**config.mk**
```make
export PLATFORM = sky130hd
export DESIGN_NAME = mem_port_flat
export DESIGN_NICKNAME = d
export VERILOG_FILES = /design/src/rtl/mem_port_pkg.sv /design/src/rtl/mem_port_if.sv /design/src/rtl/mem_port.sv /design/src/flat_wrapper.sv
export SDC_FILE = /design/constraint.sdc
export NUM_CORES = 1
export LEC_CHECK = 0
export ABC_AREA = 1
export ABC_CLOCK_PERIOD_IN_PS = 1340
export CORE_ASPECT_RATIO = 1.4
export CORE_MARGIN = 2
export CORE_UTILIZATION = 35
export CTS_CLUSTER_DIAMETER = 150
export DETAILED_ROUTE_END_ITERATION = 10
export PLACE_DENSITY_LB_ADDON = 0.08
export RECOVER_POWER = 100
export SETUP_SLACK_MARGIN = 0.05
export SLEW_MARGIN = 20
export SYNTH_ARGS = -nofsm -noshare
export SYNTH_HDL_FRONTEND = slang
export SYNTH_SLANG_ARGS = --single-unit
```
**constraint.sdc**
```tcl
create_clock -name clock -period 1.34 [get_ports clock]
set_clock_uncertainty 0.05 [all_clocks]
set_input_delay 0.335 -clock clock [delete_from_list [all_inputs] [get_ports clock]]
set_output_delay 0.335 -clock clock [all_outputs]
set_load 0.02 [all_outputs]
```
**src/rtl/mem_port_pkg.sv**
```systemverilog
`default_nettype none
// ============================================================================
// Module   : mem_port_pkg
// Brief    : Shared definitions for the memory-port sequencer: state encoding
//            and the opcode field positions decoded from IR.
// Revision : 1.0 - initial release
// ============================================================================
package mem_port_pkg;

   // Sequencer states, 2-bit encoding
   typedef enum logic [1:0] {
      IDLE = 2'd0,
      REQ  = 2'd1,
      DONE = 2'd2
   } state_t;

   // IR field positions; the control FSM decodes the same fields
   localparam int INSTR_LSB = 0;
   localparam int INSTR_W   = 4;
   localparam int REGS_LSB  = 4;
   localparam int REGS_W    = 4;

   // Wait counter width, sized for TIMEOUT values 1..255
   localparam int WAIT_W    = 8;

endpackage
`default_nettype wire

```
**src/rtl/mem_port_if.sv**
```systemverilog
`default_nettype none
// ============================================================================
// Module   : mem_port_if
// Brief    : Handshaked memory bus between the sequencer (master) and the
//            external memory (slave).
// Revision : 1.0 - initial release
// ============================================================================
interface mem_port_if #(
   parameter int DATA_W = 8,
   parameter int ADDR_W = 8
);
   logic              mem_req;
   logic              mem_we;
   logic [ADDR_W-1:0] mem_addr;
   logic [DATA_W-1:0] mem_wdata;
   logic [DATA_W-1:0] mem_rdata;
   logic              mem_ack;

   modport master (
      output mem_req, mem_we, mem_addr, mem_wdata,
      input  mem_rdata, mem_ack
   );

   modport slave (
      input  mem_req, mem_we, mem_addr, mem_wdata,
      output mem_rdata, mem_ack
   );
endinterface
`default_nettype wire

```
**src/rtl/mem_port.sv**
```systemverilog
`default_nettype none
// ============================================================================
// Module   : mem_port
// Brief    : Turns single-cycle MemRead/MemWrite strobes into a req/ack memory
//            transaction, owns IR and MDR, and stalls the FSM while waiting.
// Revision : 1.0 - initial release
// ============================================================================
module mem_port
   import mem_port_pkg::*;
#(
   parameter int DATA_W  = 8,
   parameter int ADDR_W  = 8,
   parameter int TIMEOUT = 15
) (
   input  logic                clock,
   input  logic                reset_n,
   input  logic                MemRead,
   input  logic                MemWrite,
   input  logic                IRload,
   input  logic                MDRload,
   input  logic [ADDR_W-1:0]   addr_in,
   input  logic [DATA_W-1:0]   wdata_in,
   mem_port_if.master          mem,
   output logic                stall,
   output logic [DATA_W-1:0]   ir,
   output logic [INSTR_W-1:0]  instr,
   output logic [REGS_W-1:0]   instr_regs,
   output logic [DATA_W-1:0]   mdr,
   output logic                err
);

   // Last REQ cycle index before abort (counter holds k-1 in REQ cycle k)
   localparam logic [WAIT_W-1:0] TO_LAST = WAIT_W'(TIMEOUT - 1);

   state_t              state_q, state_d;
   logic [ADDR_W-1:0]   addr_q, addr_d;
   logic [DATA_W-1:0]   wdata_q, wdata_d;
   logic                we_q, we_d;
   logic                req_q, req_d;
   logic                irld_q, irld_d;
   logic                mdrld_q, mdrld_d;
   logic [DATA_W-1:0]   ir_q, ir_d;
   logic [DATA_W-1:0]   mdr_q, mdr_d;
   logic                err_q, err_d;
   logic [WAIT_W-1:0]   cnt_q, cnt_d;
   logic                strobe;

   assign strobe = MemRead | MemWrite;

   // Next-state and datapath update: launch from IDLE, wait/abort in REQ
   always_comb begin
      state_d = state_q;
      addr_d  = addr_q;
      wdata_d = wdata_q;
      we_d    = we_q;
      req_d   = req_q;
      irld_d  = irld_q;
      mdrld_d = mdrld_q;
      ir_d    = ir_q;
      mdr_d   = mdr_q;
      err_d   = err_q;
      cnt_d   = cnt_q;
      case (state_q)
         IDLE: begin
            if (strobe) begin
               addr_d  = addr_in;
               wdata_d = wdata_in;
               we_d    = MemWrite;
               irld_d  = IRload;
               mdrld_d = MDRload;
               req_d   = 1'b1;
               cnt_d   = '0;
               state_d = REQ;
               // Conflicting strobes: the write wins and is flagged
               if (MemRead && MemWrite) err_d = 1'b1;
            end
         end
         REQ: begin
            // An ack in the final wait cycle beats the timeout
            if (mem.mem_ack) begin
               if (!we_q) begin
                  if (irld_q)  ir_d  = mem.mem_rdata;
                  if (mdrld_q) mdr_d = mem.mem_rdata;
               end
               req_d   = 1'b0;
               state_d = DONE;
            end else if (cnt_q == TO_LAST) begin
               req_d   = 1'b0;
               err_d   = 1'b1;
               state_d = DONE;
            end else begin
               cnt_d = cnt_q + 1'b1;
            end
         end
         // Strobes here are leftovers of the completed access; ignore them
         DONE:    state_d = IDLE;
         default: state_d = IDLE;
      endcase
   end

   // State register
   always_ff @(posedge clock or negedge reset_n) begin
      if (!reset_n) state_q <= IDLE;
      else          state_q <= state_d;
   end

   // Transaction, IR/MDR and error registers
   always_ff @(posedge clock or negedge reset_n) begin
      if (!reset_n) begin
         addr_q  <= '0;
         wdata_q <= '0;
         we_q    <= 1'b0;
         req_q   <= 1'b0;
         irld_q  <= 1'b0;
         mdrld_q <= 1'b0;
         ir_q    <= '0;
         mdr_q   <= '0;
         err_q   <= 1'b0;
         cnt_q   <= '0;
      end else begin
         addr_q  <= addr_d;
         wdata_q <= wdata_d;
         we_q    <= we_d;
         req_q   <= req_d;
         irld_q  <= irld_d;
         mdrld_q <= mdrld_d;
         ir_q    <= ir_d;
         mdr_q   <= mdr_d;
         err_q   <= err_d;
         cnt_q   <= cnt_d;
      end
   end

   // Stall asserts combinationally in the same cycle the strobe appears
   assign stall = ((state_q == IDLE) && strobe) || (state_q == REQ);

   assign mem.mem_req   = req_q;
   assign mem.mem_we    = we_q;
   assign mem.mem_addr  = addr_q;
   assign mem.mem_wdata = wdata_q;

   assign ir         = ir_q;
   assign mdr        = mdr_q;
   assign err        = err_q;
   assign instr      = ir_q[INSTR_LSB +: INSTR_W];
   assign instr_regs = ir_q[REGS_LSB +: REGS_W];

endmodule
`default_nettype wire

```
**src/flat_wrapper.sv**
```systemverilog
// flat-port wrapper written by rule: the top's interface ports become plain ports
module mem_port_flat import mem_port_pkg::*;
#(
   parameter int DATA_W  = 8,
   parameter int ADDR_W  = 8,
   parameter int TIMEOUT = 15
)
  (clock, reset_n, MemRead, MemWrite, IRload, MDRload, addr_in, wdata_in, stall, ir, instr, instr_regs, mdr, err, mem_mem_req, mem_mem_we, mem_mem_addr, mem_mem_wdata, mem_mem_rdata, mem_mem_ack);
  mem_port_if #(.DATA_W(DATA_W), .ADDR_W(ADDR_W)) mem_i ();
  input  logic clock;
  input  logic reset_n;
  input  logic MemRead;
  input  logic MemWrite;
  input  logic IRload;
  input  logic MDRload;
  input  logic [ADDR_W-1:0] addr_in;
  input  logic [DATA_W-1:0] wdata_in;
  output logic stall;
  output logic [DATA_W-1:0] ir;
  output logic [INSTR_W-1:0] instr;
  output logic [REGS_W-1:0] instr_regs;
  output logic [DATA_W-1:0] mdr;
  output logic err;
  output wire logic [$bits(mem_i.mem_req)-1:0] mem_mem_req;
  output wire logic [$bits(mem_i.mem_we)-1:0] mem_mem_we;
  output wire logic [$bits(mem_i.mem_addr)-1:0] mem_mem_addr;
  output wire logic [$bits(mem_i.mem_wdata)-1:0] mem_mem_wdata;
  input wire logic [$bits(mem_i.mem_rdata)-1:0] mem_mem_rdata;
  input wire logic [$bits(mem_i.mem_ack)-1:0] mem_mem_ack;
  assign mem_mem_req = mem_i.mem_req;
  assign mem_mem_we = mem_i.mem_we;
  assign mem_mem_addr = mem_i.mem_addr;
  assign mem_mem_wdata = mem_i.mem_wdata;
  assign mem_i.mem_rdata = mem_mem_rdata;
  assign mem_i.mem_ack = mem_mem_ack;
  mem_port #(.DATA_W(DATA_W), .ADDR_W(ADDR_W), .TIMEOUT(TIMEOUT)) u_core (.clock(clock), .reset_n(reset_n), .MemRead(MemRead), .MemWrite(MemWrite), .IRload(IRload), .MDRload(MDRload), .addr_in(addr_in), .wdata_in(wdata_in), .mem(mem_i), .stall(stall), .ir(ir), .instr(instr), .instr_regs(instr_regs), .mdr(mdr), .err(err));
endmodule
```
==> results.md, run 1 <==
* DIE AREA at 0.006737 mm2
* Diode count at 0
* Clock root cell: clkbuf_8
* Syn Inst Count at 250
* Switching Power at 3141 uW
* Arrival time worst endpoint at 1130 ps
* Routed length per instance at 13.12 um
* CTS Buf Count at 5
* Crit. End Element: output port
* Area growth syn-to-layout at 56.66%
* Vias in the first global route at 1813
* First-pass GRT wire length at between 8 and 9 mm
* Initial core utilization at 36.34%
* P_int at 4116 uW
* Max FO, Critical Path at 3
* P_leak at 0.001728 uW
* DR DRC count at 0
* I/O pin cnt at 75
* Hold Path Class: reg -> reg
* Slew @ Worst Pin at 654.4 ps
* 1st-iter DRT viols at slightly above 70
* Hold_sp: u_core.err
* Dpl hpwl at 3.572 mm
* Largest net degree at the start of global routing at 48
* Reg power frac at 31.9%
* Pwr Density at between 2000 and 2500 mW/mm2
* Synth cell types at 22
* Vias per Instance at 4.658
* VDD IR max at roughly 1400 uV
* CP required at about 950 ps
* Core area at 0.005863 mm2
* Flops & latches, synth at 47
* CTS tree: built
* Max-cap violations at 0
* Total Routing Usage GR at 15.55%
* Failing checks: negative setup slack
* Slew margin rel. at 56.37%
* H-tree levels at 2
* Max Freq at 659.6 MHz
* IO buf count at 74
* Die H at 96.32 um
* Syn Area/Cell at about 8.5 um2
* Clk pwr share at 11.7%
* Final std cells w/o fill at 427
* Sequential share of the synthesized area at between 50% and 60%
* Die X-Extent at 69.95 um
* Post-Syn Area at 0.002131 mm2
* Vias after detailed routing at 1989
* GPL Wtd Cong at 0.7427
* Placed insts at ~410
* Worst setup margin at -176.1 ps
* Initial antenna violation count at 0
* Synthesized Nets at 283
* Final setup fails at 9
* Period utilisation layout at 113.1%
* Grt ovf at 0
* Clock Pin Slew Worst Setup and Hold Paths at 80 ps
* Crit path time final at 1516 ps
* WL final at about 5.6 mm
* Fin area at 0.003338 mm2
* Met2 wire len at 2.867 mm
* Slew Limit Fails at 0
* TNS Setup at -755.5 ps
* Layout cell share with drive strength beyond 1 at 40.34%
* Site Rows at 33
* DR top layer: met4
* Met3 WL post-DR at 267 um
* WL met1 at 2.421 mm
* Area after DPL at slightly above 0.003 mm2
* Hold Vio Cnt, Final at 0
* Maximum clock insertion buffer count at 2
* Clk_lat worst skew at 300 ps
* Drt pass-1 iters at 4
* Switching share of power at 43.28%
* Synthesis Warnings at 0
* Fin nets at 389
* Fillers at between 500 and 600
* Antenna Violating Nets Remaining at 0
* CP startpoint kind: flop
* Critical path class: reg -> out
* Status: finished with violations
* Combinational Power Share at 56.3%
* RSZ-0062 raised after global routing: true
* RR Startpoint: u_core.state_q[1]
* Clock sink count at 47
* Crit path from: u_core.state_q[1]
final timing paths:
path | to | slack [ps] | depth (start not counted)
min in group asynchronous | u_core.cnt_q[2] | 650 | 3
worst min register to register | u_core.err | 420 | 2
worst max register to register | u_core.cnt_q[3] | -100 | 8
worst max-delay path | stall | -180 | 4
worst min-delay path | u_core.err | 420 | 2
max in group asynchronous | u_core.cnt_q[1] | 110 | 3
per-layer routing:
metal	track usage (%)	vias up
li1	-	987
met1	20.12	950
met2	25.63	48
met3	3.770	4
met4	5.288	0
met5	0	-
cells in the mapped netlist:
cell type | number | area [um2]
nand3_1 | 7 | 35.03
o21ai_4 | 1 | 16.27
o21ai_0 | 17 | 85.08
nor3b_1 | 2 | 15.01
nand3_2 | 6 | 60.06
nor2_1 | 13 | 48.80
o22ai_1 | 1 | 6.260
clkinv_1 | 1 | 3.750
nand2_1 | 114 | 427.9
nor2_2 | 3 | 18.77
xor2_1 | 1 | 8.760
o21ai_1 | 2 | 10.01
dfrtp_1 | 47 | 1176
buf_8 | 1 | 15.01
ha_1 | 2 | 25.02
inv_1 | 11 | 41.29
clkbuf_1 | 3 | 11.26
o21ai_2 | 2 | 17.52
nand2_2 | 3 | 18.77
o21bai_1 | 1 | 7.510
buf_4 | 9 | 67.56
buf_2 | 3 | 15.01
layout by cell type, fill, tap and decap left out, drive strengths merged:
master	instances
nand2	117
buf	80
dfrtp	47
clkdlybuf4s50	26
o21ai	22
nor2	16
nand3	13
clkbuf	11
inv	10
clkinv	3
dlygate4sd2	2
nor3b	2
ha	2
o21bai	1
xor2	1
o22ai	1
clkinvlp	1
dlygate4sd3	1
dlymetal6s2s	1
critical path, stage by stage, from the launching register on:
cell	delay (ps)
dfrtp_1	420
nor2_4	150
o21ai_4	90
nand2_4	60
buf_6	120
kinds of logic after synthesis:
family | after synthesis | synth area share [%]
buffers and inverters | 28 | 7.222
AND/OR/NAND/NOR | 148 | 29.30
XOR/XNOR | 1 | 0.4111
adder cells (fa/ha/maj) | 2 | 1.174
flip-flops | 47 | 55.20
AO/OA/AOI/OAI | 24 | 6.695
repair_timing:
item                       CTS  global route
cloned                       0             2
setup endpoints to repair   91            48
hold buffers                 1             0
gates resized for setup    185            82
pin swaps                    2            16
setup buffers                0            11
hold endpoints to repair    47             0
per-stage QoR:
stage	total power, uW	setup slack (ps)	hold WS [ps]	util (%)
CTS	6443	-178.6	433.4	50.85
global placement	6035	-657.3	292.8	52.60
floorplan	4332	-4.804	-10.59	-
detailed placement	6083	-657.0	293.1	52.60
finish	7257	-176.1	421.7	56.94
global route	7781	-220.1	452.1	56.94
power groups by stage:
stage	clock [uW]	sequential (uW)	combinational (uW)
after floorplan	0	2900	1430
after global placement	0	2300	3740
after detailed placement	0	2320	3770
after CTS	885	2280	3280
after global routing	946	2410	4430
final	851	2320	4090
sequential cells by signal (all words and copies together), names as in the netlist:
name,count
u_core.cnt_q,8
u_core.err,1
u_core.ir,8
u_core.irld_q,1
u_core.mdr,8
u_core.mdrld_q,1
u_core.mem.mem_addr,8
u_core.mem.mem_req,1
u_core.mem.mem_wdata,8
u_core.mem.mem_we,1
u_core.state_q,2
layout make-up:
| type | count | area [um2] | share of cell area, % |
|---|---|---|---|
| flip-flops and latches | 47 | 1177 | 35.27 |
| repair buffers | 115 | 964.7 | 28.90 |
| multi-input cells | 175 | 965.9 | 28.94 |
| clock buffers | 6 | 72.57 | 2.174 |
| clock inverters | 2 | 12.51 | 0.3748 |
| well taps | 70 | 87.58 | 2.624 |
| inverters | 12 | 57.56 | 1.724 |
Power figures use the tool's default switching activity.
==> run 2, diff against run 1 <==
Settings changed: ABC_CLOCK_PERIOD_IN_PS 1340 to default.
==> results of run 2 <==
Same layout as run 1: the final DEF is identical, and so are final timing and power.
==> run 3, diff against run 2 <==
Settings changed: HOLD_SLACK_MARGIN from default to 0.1, SETUP_SLACK_MARGIN 0.05 to 0.3.
==> run 3 against run 2 <==
- the flow still finishes with violations (negative setup slack)
- non-clock buffer count rose by 8
- sequential share of layout area is 4.4 points lower
- power rose by 23%
- sequential power is 7% higher
- first-iteration DRC count grew 21%
- critical path type unchanged
- highest routed layer unchanged
==> results.md, run 3 (synthesized netlist as in run 1, its figures left out) <==
* Status: finished with violations
* Failing checks: negative setup slack
* Crit. End Element: output port
* Critical path class: reg -> out
* Largest net degree at the start of global routing at 48 (unchanged)
* Initial core utilization at 36.34% (unchanged)
* Most frequent cells in the layout: 79 x nand2_1, 47 x dfrtp_1, 44 x buf_6
* Maximum clock insertion buffer count at 2 (unchanged)
* CTS tree: built
* Site Rows at 33 (unchanged)
* Drt pass-1 iters at 4 (unchanged)
* Hold Worst Slack at 454.3 ps (+32.67 ps)
* Final std cells w/o fill at 437 (+2.3%)
* Hold Vio Cnt, Final at 0 (unchanged)
* Fin nets at 399 (+2.6%)
* Diode count at 0 (unchanged)
* DR DRC count at 0 (unchanged)
* RSZ-0062 raised after global routing: true
* Die H at 96.32 um (unchanged)
* RR Startpoint: u_core.state_q[1]
* VDD IR max at 1574 uV (+11%)
* Die X-Extent at 69.95 um (unchanged)
* GPL Wtd Cong at 0.6825 (-8.1%)
* CTS Buf Count at 5 (unchanged)
* First-pass GRT wire length at 9.177 mm (+9.6%)
* Worst setup margin at -179.5 ps (-3.327 ps)
* Crit path from: u_core.state_q[1]
* Fin area at 0.003815 mm2 (+14%)
* Arrival time worst endpoint at 1130 ps (about the same)
* Dpl hpwl at 3.488 mm (-2.4%)
* Setup WS pre-CTS at -659.2 ps (-2.216 ps)
* Routed length per instance at 13.76 um (+4.8%)
* Clock Pin Slew Worst Setup and Hold Paths at 90 ps (about the same)
* DIE AREA at 0.006737 mm2 (unchanged)
* Area after DPL at 0.003067 mm2 (-0.57%)
* Crit path time final at 1519 ps (+3.327 ps)
* I/O pin cnt at 75 (unchanged)
* Hold Path Class: reg -> reg
* P_leak at 0.001924 uW (+11%)
* Final setup fails at 30 (+21)
* Slew @ Worst Pin at 604.4 ps (-49.99 ps)
* CP required at 950 ps (about the same)
* Max Freq at 658.1 MHz (-0.22%)
* CP startpoint kind: flop
* Grt ovf at 0 (unchanged)
* IO buf count at 74 (unchanged)
* 1st-iter DRT viols at 87 (+21%)
* Period utilisation layout at 113.4% (+0.25 points)
* Power, Total at 8960 uW (+23%)
* Hold_sp: u_core.mem.mem_wdata[7]
* Fillers at 482 (-13%)
* Total Routing Usage GR at 17.19% (+1.6 points)
* Core area at 0.005863 mm2 (unchanged)
* Placed insts at 398 (-1.7%)
* Clk_lat worst skew at 300 ps (about the same)
* Clock sink count at 47 (unchanged)
* Initial antenna violation count at 0 (unchanged)
* Slew margin rel. at 59.70% (+3.3 points)
* Antenna Violating Nets Remaining at 0 (unchanged)
* H-tree levels at 2 (unchanged)
* Area growth syn-to-layout at 79.04%
* Vias after detailed routing at 2056 (+3.4%)
* Commonest non-fill, non-tap cell in the layout: nand2_1
* Vias in the first global route at 1933 (+6.6%)
* Max-cap violations at 0 (unchanged)
* Slew Limit Fails at 0 (unchanged)
* Vias per Instance at 4.705 (+1.0%)
* Pwr Density at 2349 mW/mm2 (+8.1%)
* Max FO, Critical Path at 2 (-1)
* WL final at 6.011 mm (+7.3%)
* Clock root cell: clkbuf_8
* Layout cell share with drive strength beyond 1 at 46.59% (+6.3 points)
[run 3: cell count changes in the layout (fill, tap and decap cells not counted), moves of 7 or more]
cell	change
o21ai_0	+12
buf_2	-38
nand2_2	+7
nand2_4	+11
nand2_1	-18
clkbuf_2	+8
buf_6	+33
o21ai_1	-11
[run 3: power by group]
part           switching [uW]  total, uW  internal, uW
Combinational            2620       5350          2730
Clock                     513       1130           614
Sequential                496       2480          1980
[run 3: repair_timing]
action | 4_1_cts | 5_1_grt
setup endpoints to repair | 91 | 91
hold endpoints to repair | 47 | 0
hold buffers | 1 | 0
resized for setup | 303 | 62
cloned | 3 | 3
pin swaps | 12 | 26
setup buffers | 15 | 9
[run 3: area by class of cell]
cell class	instances	area, um2	area share [%]
multi-input cells	177	1095	28.70
well taps	70	87.58	2.296
inverters	12	60.06	1.574
clock inverters	2	38.79	1.017
flip-flops and latches	47	1176	30.83
repair buffers	123	1275	33.42
clock buffers	6	82.58	2.165
[run 3: metal layers]
layer | global-route usage [%] | wire, um | up-vias
li1 | - | - | 1014
met4 | 6.571 | 87 | 0
met5 | 0 | 0 | -
met2 | 29.84 | 3194 | 50
met1 | 21.29 | 2521 | 986
met3 | 3.246 | 208 | 6
[run 3: final timing paths]
path	end	slack, ps	cells past startpoint
max	stall	-180	4
min	u_core.mem.mem_wdata[7]	450	2
max reg2reg	u_core.mem.mem_req	-130	9
min reg2reg	u_core.mem.mem_wdata[7]	450	2
max in group asynchronous	u_core.mdr[3]	230	3
min in group asynchronous	u_core.irld_q	600	3
[run 3: stage by stage]
step	util, %	setup TNS, ps
global placement	52.30	-21800
global route	65.07	-5207
detailed placement	52.30	-21560
finish	65.07	-3111
floorplan	-	-4.804
CTS	60.54	-3138
[run 3: critical path, cell delays in order (launching register included)]
cell,delay (ps)
dfrtp_1,400
nor2_2,150
o21ai_2,100
nand2_4,60
buf_6,120
